**src/rtl/risc_operand_forward_ctl_pkg.sv**
```systemverilog
// Shared constants for the execute-stage operand forwarding control.
package risc_operand_forward_ctl_pkg;
  localparam logic [1:0] SEL_RF    = 2'b00;
  localparam logic [1:0] SEL_EXMEM = 2'b01;
  localparam logic [1:0] SEL_MEMWB = 2'b10;
  localparam logic [1:0] SEL_IMM   = 2'b11;

  localparam int REG_AW_DEF = 3;
  localparam int ZERO_REG   = 0;

  function automatic logic is_fwd(input logic [1:0] sel);
    return (sel == SEL_EXMEM) || (sel == SEL_MEMWB);
  endfunction
endpackage

```
**src/rtl/risc_operand_forward_ctl_if.sv**
```systemverilog
// Decode-side fields in, operand mux selects and debug counters out.
interface risc_operand_forward_ctl_if #(
  parameter int REG_AW = 3,
  parameter int CNT_W  = 16
);
  logic              flush;
  logic              id_valid;
  logic [REG_AW-1:0] id_rs1;
  logic [REG_AW-1:0] id_rs2;
  logic              id_rs1_used;
  logic              id_rs2_used;
  logic              id_use_imm;
  logic [REG_AW-1:0] id_rd;
  logic              id_rd_we;
  logic              id_is_load;
  logic [1:0]        sel_a;
  logic [1:0]        sel_b;
  logic              stall;
  logic [CNT_W-1:0]  stall_cnt;
  logic [CNT_W-1:0]  fwd_cnt;

  modport master (
    output flush, id_valid, id_rs1, id_rs2, id_rs1_used, id_rs2_used,
           id_use_imm, id_rd, id_rd_we, id_is_load,
    input  sel_a, sel_b, stall, stall_cnt, fwd_cnt
  );

  modport slave (
    input  flush, id_valid, id_rs1, id_rs2, id_rs1_used, id_rs2_used,
           id_use_imm, id_rd, id_rd_we, id_is_load,
    output sel_a, sel_b, stall, stall_cnt, fwd_cnt
  );
endinterface

```
**src/rtl/risc_operand_forward_ctl_match.sv**
```systemverilog
// Combinational producer/source match: a live writer of a non-zero register
// that a used source names.
module risc_fwd_match
  import risc_operand_forward_ctl_pkg::*;
#(
  parameter int REG_AW = REG_AW_DEF
) (
  input  logic              prod_valid,
  input  logic              prod_we,
  input  logic [REG_AW-1:0] prod_rd,
  input  logic [REG_AW-1:0] src,
  input  logic              src_used,
  output logic              hit
);
  assign hit = prod_valid && prod_we && (prod_rd != REG_AW'(ZERO_REG)) &&
               (prod_rd == src) && src_used;
endmodule

```
**src/rtl/risc_operand_forward_ctl.sv**
```systemverilog
// Operand A/B forwarding select generation, load-use stall and debug counters
// for the head of the execute stage.
module risc_operand_forward_ctl
  import risc_operand_forward_ctl_pkg::*;
#(
  parameter int REG_AW = REG_AW_DEF,
  parameter int CNT_W  = 16
) (
  input  logic                        clk,
  input  logic                        rst_n,
  risc_operand_forward_ctl_if.slave   bus
);
  logic              ex_valid_q, ex_valid_d;
  logic [REG_AW-1:0] ex_rd_q, ex_rd_d;
  logic              ex_we_q, ex_we_d;
  logic              ex_load_q, ex_load_d;
  logic              mem_valid_q, mem_valid_d;
  logic [REG_AW-1:0] mem_rd_q, mem_rd_d;
  logic              mem_we_q, mem_we_d;
  logic [1:0]        sel_a_q, sel_a_d;
  logic [1:0]        sel_b_q, sel_b_d;
  logic [CNT_W-1:0]  stall_cnt_q, stall_cnt_d;
  logic [CNT_W-1:0]  fwd_cnt_q, fwd_cnt_d;

  logic hit_ex_a, hit_ex_b, hit_mem_a, hit_mem_b;
  logic [1:0] sel_a_c, sel_b_c;
  logic stall_c, take_c;

  risc_fwd_match #(.REG_AW(REG_AW)) u_ex_a (
    .prod_valid(ex_valid_q), .prod_we(ex_we_q), .prod_rd(ex_rd_q),
    .src(bus.id_rs1), .src_used(bus.id_rs1_used), .hit(hit_ex_a));
  risc_fwd_match #(.REG_AW(REG_AW)) u_ex_b (
    .prod_valid(ex_valid_q), .prod_we(ex_we_q), .prod_rd(ex_rd_q),
    .src(bus.id_rs2), .src_used(bus.id_rs2_used), .hit(hit_ex_b));
  risc_fwd_match #(.REG_AW(REG_AW)) u_mem_a (
    .prod_valid(mem_valid_q), .prod_we(mem_we_q), .prod_rd(mem_rd_q),
    .src(bus.id_rs1), .src_used(bus.id_rs1_used), .hit(hit_mem_a));
  risc_fwd_match #(.REG_AW(REG_AW)) u_mem_b (
    .prod_valid(mem_valid_q), .prod_we(mem_we_q), .prod_rd(mem_rd_q),
    .src(bus.id_rs2), .src_used(bus.id_rs2_used), .hit(hit_mem_b));

  // EX producer is checked first so the newer result wins.
  always_comb begin
    sel_a_c = SEL_RF;
    if (hit_ex_a)       sel_a_c = SEL_EXMEM;
    else if (hit_mem_a) sel_a_c = SEL_MEMWB;
    sel_b_c = SEL_RF;
    if (bus.id_use_imm) sel_b_c = SEL_IMM;
    else if (hit_ex_b)  sel_b_c = SEL_EXMEM;
    else if (hit_mem_b) sel_b_c = SEL_MEMWB;
  end

  // A load in EX has no result to forward yet; the consumer waits one cycle.
  assign stall_c = !bus.flush && bus.id_valid && ex_load_q &&
                   (hit_ex_a || (hit_ex_b && !bus.id_use_imm));
  assign take_c  = !bus.flush && bus.id_valid && !stall_c;

  always_comb begin
    ex_valid_d  = 1'b0;
    ex_rd_d     = ex_rd_q;
    ex_we_d     = ex_we_q;
    ex_load_d   = ex_load_q;
    mem_valid_d = 1'b0;
    mem_rd_d    = mem_rd_q;
    mem_we_d    = mem_we_q;
    sel_a_d     = SEL_RF;
    sel_b_d     = SEL_RF;
    stall_cnt_d = stall_cnt_q;
    fwd_cnt_d   = fwd_cnt_q;
    if (!bus.flush) begin
      mem_valid_d = ex_valid_q;
      mem_rd_d    = ex_rd_q;
      mem_we_d    = ex_we_q;
      if (take_c) begin
        ex_valid_d = 1'b1;
        ex_rd_d    = bus.id_rd;
        ex_we_d    = bus.id_rd_we;
        ex_load_d  = bus.id_is_load;
        sel_a_d    = sel_a_c;
        sel_b_d    = sel_b_c;
        if ((is_fwd(sel_a_c) || is_fwd(sel_b_c)) && (fwd_cnt_q != '1))
          fwd_cnt_d = fwd_cnt_q + CNT_W'(1);
      end
    end
    if (stall_c && (stall_cnt_q != '1))
      stall_cnt_d = stall_cnt_q + CNT_W'(1);
  end

  always_ff @(posedge clk or negedge rst_n) begin
    if (!rst_n) begin
      ex_valid_q  <= 1'b0;
      ex_rd_q     <= '0;
      ex_we_q     <= 1'b0;
      ex_load_q   <= 1'b0;
      mem_valid_q <= 1'b0;
      mem_rd_q    <= '0;
      mem_we_q    <= 1'b0;
      sel_a_q     <= SEL_RF;
      sel_b_q     <= SEL_RF;
      stall_cnt_q <= '0;
      fwd_cnt_q   <= '0;
    end else begin
      ex_valid_q  <= ex_valid_d;
      ex_rd_q     <= ex_rd_d;
      ex_we_q     <= ex_we_d;
      ex_load_q   <= ex_load_d;
      mem_valid_q <= mem_valid_d;
      mem_rd_q    <= mem_rd_d;
      mem_we_q    <= mem_we_d;
      sel_a_q     <= sel_a_d;
      sel_b_q     <= sel_b_d;
      stall_cnt_q <= stall_cnt_d;
      fwd_cnt_q   <= fwd_cnt_d;
    end
  end

  assign bus.sel_a     = sel_a_q;
  assign bus.sel_b     = sel_b_q;
  assign bus.stall     = stall_c;
  assign bus.stall_cnt = stall_cnt_q;
  assign bus.fwd_cnt   = fwd_cnt_q;
endmodule

```
**src/flat_wrapper.sv**
```systemverilog
// flat-port wrapper written by rule: the top's interface ports become plain ports
module risc_operand_forward_ctl_flat import risc_operand_forward_ctl_pkg::*;
#(
  parameter int REG_AW = REG_AW_DEF,
  parameter int CNT_W  = 16
)
  (clk, rst_n, bus_flush, bus_id_valid, bus_id_rs1, bus_id_rs2, bus_id_rs1_used, bus_id_rs2_used, bus_id_use_imm, bus_id_rd, bus_id_rd_we, bus_id_is_load, bus_sel_a, bus_sel_b, bus_stall, bus_stall_cnt, bus_fwd_cnt);
  risc_operand_forward_ctl_if #(.REG_AW(REG_AW), .CNT_W(CNT_W)) bus_i ();
  input  logic clk;
  input  logic rst_n;
  input wire logic [$bits(bus_i.flush)-1:0] bus_flush;
  input wire logic [$bits(bus_i.id_valid)-1:0] bus_id_valid;
  input wire logic [$bits(bus_i.id_rs1)-1:0] bus_id_rs1;
  input wire logic [$bits(bus_i.id_rs2)-1:0] bus_id_rs2;
  input wire logic [$bits(bus_i.id_rs1_used)-1:0] bus_id_rs1_used;
  input wire logic [$bits(bus_i.id_rs2_used)-1:0] bus_id_rs2_used;
  input wire logic [$bits(bus_i.id_use_imm)-1:0] bus_id_use_imm;
  input wire logic [$bits(bus_i.id_rd)-1:0] bus_id_rd;
  input wire logic [$bits(bus_i.id_rd_we)-1:0] bus_id_rd_we;
  input wire logic [$bits(bus_i.id_is_load)-1:0] bus_id_is_load;
  output wire logic [$bits(bus_i.sel_a)-1:0] bus_sel_a;
  output wire logic [$bits(bus_i.sel_b)-1:0] bus_sel_b;
  output wire logic [$bits(bus_i.stall)-1:0] bus_stall;
  output wire logic [$bits(bus_i.stall_cnt)-1:0] bus_stall_cnt;
  output wire logic [$bits(bus_i.fwd_cnt)-1:0] bus_fwd_cnt;
  assign bus_i.flush = bus_flush;
  assign bus_i.id_valid = bus_id_valid;
  assign bus_i.id_rs1 = bus_id_rs1;
  assign bus_i.id_rs2 = bus_id_rs2;
  assign bus_i.id_rs1_used = bus_id_rs1_used;
  assign bus_i.id_rs2_used = bus_id_rs2_used;
  assign bus_i.id_use_imm = bus_id_use_imm;
  assign bus_i.id_rd = bus_id_rd;
  assign bus_i.id_rd_we = bus_id_rd_we;
  assign bus_i.id_is_load = bus_id_is_load;
  assign bus_sel_a = bus_i.sel_a;
  assign bus_sel_b = bus_i.sel_b;
  assign bus_stall = bus_i.stall;
  assign bus_stall_cnt = bus_i.stall_cnt;
  assign bus_fwd_cnt = bus_i.fwd_cnt;
  risc_operand_forward_ctl #(.REG_AW(REG_AW), .CNT_W(CNT_W)) u_core (.clk(clk), .rst_n(rst_n), .bus(bus_i));
endmodule
```
**config.mk**
```make
export PLATFORM = sky130hd
export DESIGN_NAME = risc_operand_forward_ctl_flat
export DESIGN_NICKNAME = d
export VERILOG_FILES = /design/src/rtl/risc_operand_forward_ctl_pkg.sv /design/src/rtl/risc_operand_forward_ctl_if.sv /design/src/rtl/risc_operand_forward_ctl_match.sv /design/src/rtl/risc_operand_forward_ctl.sv /design/src/flat_wrapper.sv
export SDC_FILE = /design/constraint.sdc
export NUM_CORES = 1
export LEC_CHECK = 0
export ABC_AREA = 1
export BUFFER_PORTS_ARGS = -buffer_cell sky130_fd_sc_hd__buf_4
export CAP_MARGIN = 30
export CORE_MARGIN = 1.5
export CORE_UTILIZATION = 25
export DETAILED_ROUTE_END_ITERATION = 12
export PLACE_DENSITY = 0.45
export SLEW_MARGIN = 20
export SYNTH_ARGS = -nofsm -noshare
export SYNTH_HDL_FRONTEND = slang
export SYNTH_SLANG_ARGS = --single-unit
```
**constraint.sdc**
```tcl
create_clock -name clk -period 2.1 [get_ports clk]
set_input_delay 0.105 -clock clk [delete_from_list [all_inputs] [get_ports clk]]
set_output_delay 0.105 -clock clk [all_outputs]
set_load 0.05 [all_outputs]
```
Yosys cells after proc, flatten, opt, wreduce, memory -nomap -nowiden
Cells that the tools add are included.

Output and inout port bits: 37. Register bits after elaboration: 47. Memories: 0. Bits in latches: 0. Logic and storage cells: 66. Bits in writable memories: 0. Input bits: 18. Bits in read-only memories: 0.

Mux-type cells: 12. Reduce and logical (&&, ||, !) cells: 30. Divide/modulo/power cells: 0. $mul: 0. Bitwise logic cells: 1. Shift operators: 0. Add/subtract/negate cells: 2. Equal/unequal tests: 10. Order comparisons: 0.

Operators with widths (count): $add A16 B1 Y16 const B (2); $ne A16 B16 Y1 const B (2); $logic_and A1 B1 Y1 (19); $mux W2 (9); $eq A3 B3 Y1 (4); $reduce_bool A3 Y1 (2); $eq A2 B1 Y1 const B (2); $eq A2 B2 Y1 const B (2); $logic_or A1 B1 Y1 (4); $logic_not A1 Y1 (3); $mux W1 (3); $reduce_and A3 Y1 (1); $reduce_and A2 Y1 (1); $not A1 Y1 (1).

Longest topological paths before layout
Gate-level depths: netlist (run 1).

Depth in word-level cells: 12. Gate-level depth with buffers: 12. Mapped depth without buffers: 11.

Cells and area by module
From an unflattened synthesis (run 1), not the netlist that was laid out.

Cell total of the unflattened synthesis: 432. Area, all modules: 3002.9 um2.

Modules (own cells, without submodules): risc_operand_forward_ctl (times used 1, cells an instance 356, seq. area each 1176.1 um2, area each 2702.6 um2); risc_fwd_match (times used 4, cells an instance 19, seq. area each 0.0 um2, area each 75.1 um2).

Worst setup path before layout (run 1)
Ideal clock, no wire load.

Kind: register to register. From: register u_core.fwd_cnt_q[1], in the netlist u_core.bus.fwd_cnt[1]. To: register u_core.fwd_cnt_q[7], in the netlist u_core.bus.fwd_cnt[7]. Clock period less this slack: 2.066 ns. Arrival: 2.000 ns. Setup time: 0.066 ns. Buffers on the path: 1. Cell stages (with the launch flop): 11. Required time: 2.034 ns. Path slack: 0.034 ns. Cells stage by stage: dfrtp_1 > ha_1 > nand3_1 > nor2_2 > nand2_1 > nor3_1 > nand3_1 > nand3_2 > buf_4 > o21bai_1 > nand2_1.

Word-level cells in the longest chain between the ends: 3. Elaborated cells on any way between the ends: 4.

Ends and longest elaborated chain: from (decl) (RTL line risc_operand_forward_ctl.sv:23) `logic [CNT_W-1:0] fwd_cnt_q, fwd_cnt_d;`; from (signal assigned) (RTL line risc_operand_forward_ctl.sv:113) `fwd_cnt_q <= fwd_cnt_d;`; branches (longest 3 deep; another with $add A16 B1 Y16).

Several ways; the timed one is not identified. A chain may end at the register's enable or synchronous reset.

Worst setup path in the final report (run 1)
From: register u_core.ex_rd_q[2]. To: output port bus_stall.

Word-level cells in the longest chain between the ends: 7. Elaborated cells on any way between the ends: 11.

Ends and longest elaborated chain: from (decl) (RTL line risc_operand_forward_ctl.sv:14) `logic [REG_AW-1:0] ex_rd_q, ex_rd_d;`; from (signal assigned) (RTL line risc_operand_forward_ctl.sv:104) `ex_rd_q <= ex_rd_d;`; $reduce_bool A3 Y1 (RTL line risc_operand_forward_ctl_match.sv:15) `assign hit = prod_valid && prod_we && (prod_rd != REG_AW'(ZERO_REG)) &&`; $logic_and A1 B1 Y1 (2 in a row) (RTL line risc_operand_forward_ctl_match.sv:15); $logic_and A1 B1 Y1 (RTL line risc_operand_forward_ctl_match.sv:16) `(prod_rd == src) && src_used;`; $logic_and A1 B1 Y1 (RTL line risc_operand_forward_ctl.sv:55) `(hit_ex_a || (hit_ex_b && !bus.id_use_imm));`; $logic_or A1 B1 Y1 * (RTL line risc_operand_forward_ctl.sv:55); $logic_and A1 B1 Y1 * (RTL line risc_operand_forward_ctl.sv:54) `assign stall_c = !bus.flush && bus.id_valid && ex_load_q &&`; to (decl) (RTL line flat_wrapper.sv:23) `output wire logic [$bits(bus_i.stall)-1:0] bus_stall;`.

Mark *: on every way between the ends. The rest lies on a longest branch, timed or not.

==> results of run 1 <==
==> path summary, 6_finish.rpt <==
kind	slack [ps]	cells after the start	start	endpoint
worst max-delay path	170	9	u_core.ex_rd_q[2]	bus_stall
worst min-delay path	30	3	bus_id_rd[0]	u_core.ex_rd_q[0]
worst max register to register	180	9	u_core.bus.fwd_cnt[0]	u_core.bus.fwd_cnt[15]
worst min register to register	490	2	u_core.mem_we_q	u_core.mem_we_q
max in group asynchronous	1290	2	rst_n	u_core.bus.fwd_cnt[8]
min in group asynchronous	360	2	rst_n	u_core.bus.fwd_cnt[9]
==> power by group <==
part | switching (mW) | total, mW | internal (mW)
Combinational | 0.203 | 0.307 | 0.104
Sequential | 0.0451 | 0.992 | 0.947
Clock | 0.344 | 0.786 | 0.441
Total | 0.592 | 2.08 | 1.49
==> sequential cells by signal (all words and copies together), names as in the netlist, 2 cells and up <==
| name | flops |
|---|---|
| u_core.bus.sel_a | 2 |
| u_core.mem_rd_q | 3 |
| u_core.ex_rd_q | 3 |
| u_core.bus.sel_b | 2 |
| u_core.bus.stall_cnt | 16 |
| u_core.bus.fwd_cnt | 16 |
==> layout make-up <==
type	count	area (µm²)	area share (%)
multi-input combinational	282	1490	40.4
tap	143	179	4.84
timing repair buffer	66	498	13.5
sequential	47	1180	31.8
inverter	55	209	5.66
clock inverter	1	5.00	0.136
clock buffer	7	133	3.59
==> layer usage <==
metal	global-route usage [%]	vias up	wire length (µm)
met4	3.80	0	106
met5	0	-	0
li1	-	1378	-
met2	20.7	61	3490
met3	2.79	7	387
met1	18.0	1291	3730
==> per-stage QoR <==
stage / hold slack (ps) / util (%) / cells
after floorplan: -191 / - / 394
after global placement: 183 / 30.7 / 589
after detailed placement: 178 / 30.7 / 589
after CTS: 24.3 / 32.0 / 598
after global routing: 38.6 / 32.3 / 601
final: 29.1 / 32.3 / 601
==> kinds of logic after synthesis <==
| family | Yosys count | share of synthesized area, % |
|---|---|---|
| AOI/OAI and AO/OA | 45 | 9.77 |
| xor gates and xnor gates | 28 | 8.37 |
| adders and majority gates | 2 | 0.853 |
| buffers and inverters | 65 | 9.65 |
| DFF | 47 | 40.1 |
| and+or+nand+nor | 207 | 31.2 |
==> tightest hold or removal path, cell delays in order <==
cell and delay, ps:
buf_4 80, nand2_1 40, o21ai_0 50
==> timing repair <==
action / in CTS / in global routing
resized for setup: 0 / 3
hold endpoints to repair: 47 / 0
hold buffers: 1 / 0
endpoints found under the setup margin: 0 / 33
setup buffers: 0 / 3
==> synth_stat cells <==
master | count | area share [%]
nand3_2 | 5 | 1.7
nor2_2 | 2 | 0.43
nand3_1 | 18 | 3.1
nor3_1 | 11 | 1.9
o21ai_0 | 19 | 3.2
a21oi_2 | 1 | 0.30
inv_4 | 1 | 0.21
inv_1 | 51 | 6.5
buf_6 | 3 | 1.2
nand4_1 | 21 | 4.5
o21bai_1 | 16 | 4.1
nor4_1 | 1 | 0.21
o21ai_2 | 3 | 0.90
nand3b_1 | 1 | 0.26
buf_2 | 5 | 0.85
xnor2_1 | 5 | 1.5
a21boi_2 | 1 | 0.38
inv_2 | 3 | 0.38
a21oi_1 | 5 | 0.85
xor2_1 | 23 | 6.9
nor2_1 | 36 | 4.6
buf_4 | 2 | 0.51
nand2_4 | 1 | 0.38
dfrtp_1 | 47 | 40
nand2_1 | 111 | 14
ha_1 | 2 | 0.85
==> results.md, run 1 <==
- Post-route clock skew: 7.25 ps
- Setup violators final: 0
- Clock edge transition at the registers on the reported setup and hold paths: 60 ps
- PortBufs: 54
- IO Pins: 55
- Top delay family on crit path: buffers and inverters
- CP Launch Type: register
- Router iterations before antenna repair: 7
- CTS sink cnt: 47
- Mean Syn Cell Area: 7.44 µm²
- FF+latch count, synth: 47
- CTS buffer count: 5
- Layout cells sized above 1: 19.7%
- Vias in the first global route: 2693
- Syn Inst Count: 394
- Commonest non-fill, non-tap cell in the layout: nand2_1
- Synth unique cells: 26
- Die width: 111 µm
- Global route overflow: 0
- PwrDens: 564 nW/µm²
- Initial antenna violation count: 0
- Hold Path Class: in2reg
- Post-DP HPWL: 5810 µm
- Dpl cell area: 3510 µm²
- Max-slew violations: 0
- Initial DRC count: 120
- Crit-path cells: inv_2, nand2_1, nand2_1, nand2_1, nor2_1, nand3_2, buf_4, a21boi_2, buf_4
- Routed wire length: 7720 µm
- Fin Setup TNS: 0 ps
- CP bufs+invs: 3
- # diodes: 0
- Final GP Congestion: 0.822
- Max transition margin: 57.9%
- Die height: 111 µm
- Synthesis warning total: 0
- Clock period minus worst slack: 1930 ps
- Worst-case vdd ir drop: 0.344 mV
- Status: complete, no violations
- Most used cell, CP: nand2_1
- P&R area growth vs syn: 26.0%
- Worst slack at placement: 89.5 ps
- Fin worst setup slack: 169 ps
- Die footprint: 12400 µm²
- CTS root buffer: clkbuf_16
- Core Area: 11400 µm²
- ANT nets after route: 0
- Via/cell ratio: 4.55
- Max Root-Sink Buffers: 2
- Worst setup EP type: primary output
- Largest stage delay on the critical path: 420 ps
- Worst-path maximum fanout: 5
- Unrepaired setup endpoints after global routing: false
- First-pass GRT wire length: 13200 µm
- Post-DR wirelength/cell: 12.8 µm
- H-tree depth: 2
- Syn_nets: 414
- Fmax: 518 MHz
- Fillers: 1279
- Highest-delay cell along the critical path: dfrtp_1
- Std cell rows: 39
- Initial Util: 25.7%
- Hold violation count in the final report: 0
- DR vias: 2737
- Worst Tran Pin Value: 631 ps
- Most frequent cells in the layout: nand2_1 (111), buf_4 (65), inv_1 (51)
- Kind of critical path: reg2out
- CP Data Required Time: 2000 ps
- Leakage: 1.93 nW
- Overall power: 2.08 mW
- DRC errors left: 0
- Post-synthesis sequential area ratio: 40.1%
- Design Area, Final: 3690 µm²
- Final cycle utilization of the critical path: 91.9%
- Synthesized area: 2930 µm²
- Max Cap Viol: 0
- Pin count of the biggest net entering global routing: 48
- TritonCTS clock tree: done
- Gr usage total: 13.1%
- Nets: 477
- Worst-Skew Late Latency: 290 ps
- Critical Path AT: 1830 ps
(Power assumes the default switching activity.)
==> run 2, diff against run 1 <==
- PLACE_DENSITY: 0.45 -> unset
- PLACE_DENSITY_LB_ADDON: unset -> 0.1
==> run 2 against run 1 <==
  * Clock power rose by 15%
  * Routed wire length rose by 5.7%
  * Clock skew fell by 2.3 ps
  * Largest cell class unchanged
  * Count of clock-buffer cells in the layout fell by 1
  * First-iteration DRC count rose by 36%
  * Via count fell by 1.5%
  * Global-route usage rose by 0.64 points
  * Core utilization rose by 0.35 points
  * Hold slack improved by 10 ps
  * Register-to-register slack improved by 70 ps
  * Fmax rose by 4.6%
  * Design area rose by 1.1%
  * Highest routed layer unchanged
==> results.md, run 2 (same netlist as run 1, synthesis figures left out) <==
- Flop2flop setup slack: 250 ps
- Final cycle utilization of the critical path: 87.9%
- Top delay family on crit path: simple AND/OR/NAND/NOR gates
- Post-DR wirelength/cell: 13.6 µm
- Initial Util: 25.7%
- Met1 Usage GRT: 20.2%
- CTS sink cnt: 47
- Router iterations before antenna repair: 4
- Worst Tran Pin Value: 631 ps
- Global routing's busiest layer: met2
- Die width: 111 µm
- Dpl cell area: 3520 µm²
- Die footprint: 12400 µm²
- Largest stage delay on the critical path: 420 ps
- Setup violators final: 0
- TritonCTS clock tree: done
- Final hold slack: 39.4 ps
- Unrepaired setup endpoints after global routing: false
- CP Data Required Time: 2270 ps
- DR vias: 2695
- Fillers: 1254
- Core Area: 11400 µm²
- Hold Path End: u_core.ex_rd_q[0]
- First-pass GRT wire length: 13900 µm
- Max transition margin: 57.9%
- Area of the multi-input gates: 1480 µm²
- Hold_sp: bus_id_rd[0]
- CTS buffer count: 5
- Pin count of the biggest net entering global routing: 48
- Routed wire length: 8160 µm
- Register Area: 1180 µm²
- Post-DP HPWL: 5970 µm
- Kind of critical path: reg2reg
- Clock period minus worst slack: 1850 ps
- Status: complete, no violations
- H-tree depth: 2
- Leakage: 1.95 nW
- Max Cap Viol: 0
- Worst slack at placement: 74.2 ps
- Worst-Skew Late Latency: 280 ps
- CTS root buffer: clkbuf_16
- Commonest non-fill, non-tap cell in the layout: nand2_1
- GRT met2 Usage: 20.9%
- R2r worst-path depth: 9
- Clock edge transition at the registers on the reported setup and hold paths: 60 ps
- Initial antenna violation count: 0
- Critical Path AT: 2010 ps
- CP Launch Point: u_core.bus.fwd_cnt[0]
- Fin Setup TNS: 0 ps
- Design Area, Final: 3730 µm²
- Nets: 479
- Vias in the first global route: 2738
- CP Launch Type: register
- Final GP Congestion: 0.799
- PortBufs: 54
- DRC errors left: 0
- Worst setup EP type: register
- Post-route clock skew: 5.00 ps
- Fin worst setup slack: 255 ps
- IO Pins: 55
- Global route overflow: 0
- Overall power: 2.20 mW
- Hold Path Class: in2reg
- Most frequent cells in the layout: nand2_1 (111), buf_4 (66), inv_1 (51)
- # diodes: 0
- CP bufs+invs: 0
- Max Root-Sink Buffers: 2
- Die height: 111 µm
- Hold path depth: 3
- Max-slew violations: 0
- Worst-case vdd ir drop: 0.328 mV
- PwrDens: 590 nW/µm²
- Reg2reg end: u_core.bus.fwd_cnt[0]
- Fmax: 542 MHz
- ANT nets after route: 0
- Std cell rows: 39
- Highest-delay cell along the critical path: dfrtp_1
- P&R area growth vs syn: 27.4%
- Crit-path cells: ha_1, nand3_1, nor2_2, nand2_1, nor3_1, nand3_1, nand3_2, o21bai_1, nand2_1
- Via/cell ratio: 4.48
- Reg2reg start: u_core.bus.fwd_cnt[0]
- Worst-path maximum fanout: 16
- Layout cells sized above 1: 20.5%
- Hold violation count in the final report: 0
- Initial DRC count: 163
- Routing usage on met3: 2.62%
- Gr usage total: 13.7%
==> run 2: changes by cell type in the layout (fill, tap and decap cells not counted), sizes merged <==
cell,change
buf,+2
bufinv,+1
clkbuf,-1
clkinv,-1
==> run 2: worst min-delay path, cell delays in order <==
cell and delay (ps):
buf_4 80, nand2_1 40, o21ai_0 60
==> run 2: cell type report <==
cell class	instances	area share, %
multi-input cells	282	39.7
flip-flops and latches	47	31.5
repair buffers	68	14.1
inverters	55	5.60
well taps	143	4.79
clock buffers	6	3.45
clock inverters	1	0.804
==> run 2: repair_timing <==
item                                    4_1_cts  5_1_grt
hold buffers                                  1        0
setup buffers                                 0        3
endpoints found under the hold margin        47        0
endpoints found under the setup margin        0       16
gates resized for setup                       0        3
==> run 2: report_power, final <==
| part | switching (mW) | leakage, nW | internal, mW | total, mW |
|---|---|---|---|---|
| sequential | 0.0481 | 0.526 | 0.948 | 0.996 |
| combinational | 0.202 | 1.35 | 0.105 | 0.307 |
| clock | 0.345 | 0.0769 | 0.557 | 0.901 |
==> run 2: how the worst max path moves through the flow <==
stage	endpoint	slack (ps)	cells past startpoint
finish	u_core.bus.fwd_cnt[0]	250	9
global route	u_core.bus.stall_cnt[3]	20	10
CTS	u_core.bus.stall_cnt[10]	60	10
detailed placement	u_core.bus.stall_cnt[10]	70	10
global placement	u_core.bus.stall_cnt[5]	140	10
floorplan	u_core.bus.fwd_cnt[7]	30	10
==> run 2: per-stage QoR <==
stage | cells | utilization [%]
detailed placement | 591 | 30.8
floorplan | 394 | -
finish | 602 | 32.7
CTS | 599 | 32.3
global placement | 591 | 30.8
global route | 602 | 32.7
==> run 2: layer usage <==
metal | vias to the layer above | share of wire, % | wire length [µm]
met5 | - | 0 | 0
met4 | 0 | 0.86 | 70
met3 | 6 | 4.5 | 365
met2 | 64 | 43 | 3490
met1 | 1243 | 52 | 4240
li1 | 1382 | - | -
==> run 3, diff against run 2 <==
- BUFFER_PORTS_ARGS: -buffer_cell sky130_fd_sc_hd__buf_4 -> -buffer_cell sky130_fd_sc_hd__buf_2
- CAP_MARGIN: 30 -> unset
==> run 3 against run 2 <==
  * Sequential power about the same
  * Fmax down 3.2%
  * Hold slack worse by 0.53 ps
  * Worst setup slack got worse by 61 ps
  * Design area fell by 4.3%
  * Flip-flop and latch count is the same
  * Power decreased by 6.9%
  * Die area is the same
  * Critical path type unchanged
  * Largest power group unchanged
==> results.md, run 3 (same netlist as run 1, synthesis figures left out) <==
- Status: complete, no violations
- Max-slew violations: 0
- Pin count of the biggest net entering global routing: 36
- R2r worst-path depth: 9
- Final GP Congestion: 0.778
- Die width: 111 µm
- Hold violation count in the final report: 0
- Fin Setup TNS: 0 ps
- PortBufs: 54
- Reg2reg start: u_core.bus.stall_cnt[0]
- Top delay family on crit path: simple AND/OR/NAND/NOR gates
- Dpl cell area: 3380 µm²
- Std cell rows: 39
- Router iterations before antenna repair: 4
- Clock period minus worst slack: 1910 ps
- Reg2reg end: u_core.bus.stall_cnt[0]
- IO Pins: 55
- H-tree depth: 2
- Hold Path End: u_core.ex_rd_q[0]
- Initial Util: 25.7%
- Post-DR wirelength/cell: 13.2 µm
- Kind of critical path: reg2reg
- Initial antenna violation count: 0
- Largest stage delay on the critical path: 430 ps
- Crit-path cells: ha_2, nand3_1, inv_1, nand4_1, nor3_1, nand2_1, nand2_4, buf_4, xor2_1
- Most frequent cells in the layout: nand2_1 (111), buf_2 (54), inv_1 (51)
- Commonest non-fill, non-tap cell in the layout: nand2_1
- Gr usage total: 13.4%
- Max transition margin: 44.9%
- P&R area growth vs syn: 21.9%
- Highest-delay cell along the critical path: dfrtp_1
- Clock edge transition at the registers on the reported setup and hold paths: 60 ps
- Setup violators final: 0
- Final cycle utilization of the critical path: 90.8%
- Fmax: 525 MHz
- Leakage: 1.89 nW
- Design Area, Final: 3570 µm²
- Post-DP HPWL: 5970 µm
- Max Cap Viol: 0
- Worst-Skew Late Latency: 280 ps
- # diodes: 0
- CTS root buffer: clkbuf_16
- Unrepaired setup endpoints after global routing: false
- Final hold slack: 38.9 ps
- Core Area: 11400 µm²
- Nets: 481
- Global route overflow: 0
- Worst-case vdd ir drop: 0.296 mV
- Die height: 111 µm
- TritonCTS clock tree: done
- CP Launch Type: register
- CP Data Required Time: 2300 ps
- DR vias: 2753
- ANT nets after route: 0
- Routed wire length: 7960 µm
- Worst Tran Pin Value: 827 ps
- CP Launch Point: u_core.bus.stall_cnt[0]
- CTS buffer count: 5
- Worst-path maximum fanout: 9
- Flop2flop setup slack: 190 ps
- DRC errors left: 0
- Die footprint: 12400 µm²
- Critical Path AT: 2110 ps
- Vias in the first global route: 2633
- First-pass GRT wire length: 13400 µm
- Via/cell ratio: 4.55
- Hold path depth: 3
- Layout cells sized above 1: 20.3%
- Hold_sp: bus_id_rd[0]
- Max Root-Sink Buffers: 2
- Hold Path Class: in2reg
- CTS sink cnt: 47
- Initial DRC count: 175
- CP bufs+invs: 2
- Post-route clock skew: 3.75 ps
- PwrDens: 574 nW/µm²
- Worst setup EP type: register
-- run 3: layout make-up --
cell class / count / area, µm²
Multi-Input combinational cell: 282 / 1480
Inverter: 55 / 209
Sequential cell: 47 / 1180
Fill cell: 1266 / 7850
Timing Repair Buffer: 70 / 393
Clock inverter: 1 / 5.00
Clock buffer: 7 / 133
Tap cell: 143 / 179
-- run 3: metal layers --
| layer | vias to the layer above | track usage, % | part of all wire, % |
|---|---|---|---|
| met2 | 71 | 20.2 | 43 |
| met5 | - | 0 | 0 |
| met3 | 2 | 2.52 | 5.3 |
| li1 | 1396 | - | - |
| met1 | 1284 | 19.9 | 52 |
| met4 | 0 | 2.95 | 0.53 |
-- run 3: worst max path at each step --
stage | to | depth (start not counted)
after CTS | u_core.bus.stall_cnt[6] | 10
final | u_core.bus.stall_cnt[0] | 9
after detailed placement | u_core.bus.stall_cnt[6] | 10
after global placement | u_core.bus.stall_cnt[6] | 10
after global routing | u_core.bus.stall_cnt[0] | 9
after floorplan | u_core.bus.fwd_cnt[7] | 10
-- run 3: repair_timing --
action	in CTS	in global routing
gates resized for setup	0	1
buffers inserted	0	6
hold endpoints to repair	33	0
hold buffers	1	0
endpoints found under the setup margin	0	11
-- run 3: stage by stage --
stage	util, %	power (mW)	worst slack, ps	instances
after global routing	31.3	2.18	9.01	605
after detailed placement	29.6	1.30	68.7	590
after global placement	29.6	1.30	117	590
final	31.3	2.05	194	605
after CTS	30.9	2.10	51.0	599
after floorplan	-	1.20	34.5	394
-- run 3: worst min-delay path: stages --
cell     delay [ps]
buf_2            70
nand2_1          40
o21ai_0          60
-- run 3: power breakdown --
group	switching, mW	internal (mW)	leakage, nW
Sequential	0.0460	0.947	0.527
Clock	0.328	0.441	0.0679
Combinational	0.202	0.0871	1.29
Total	0.576	1.48	1.89
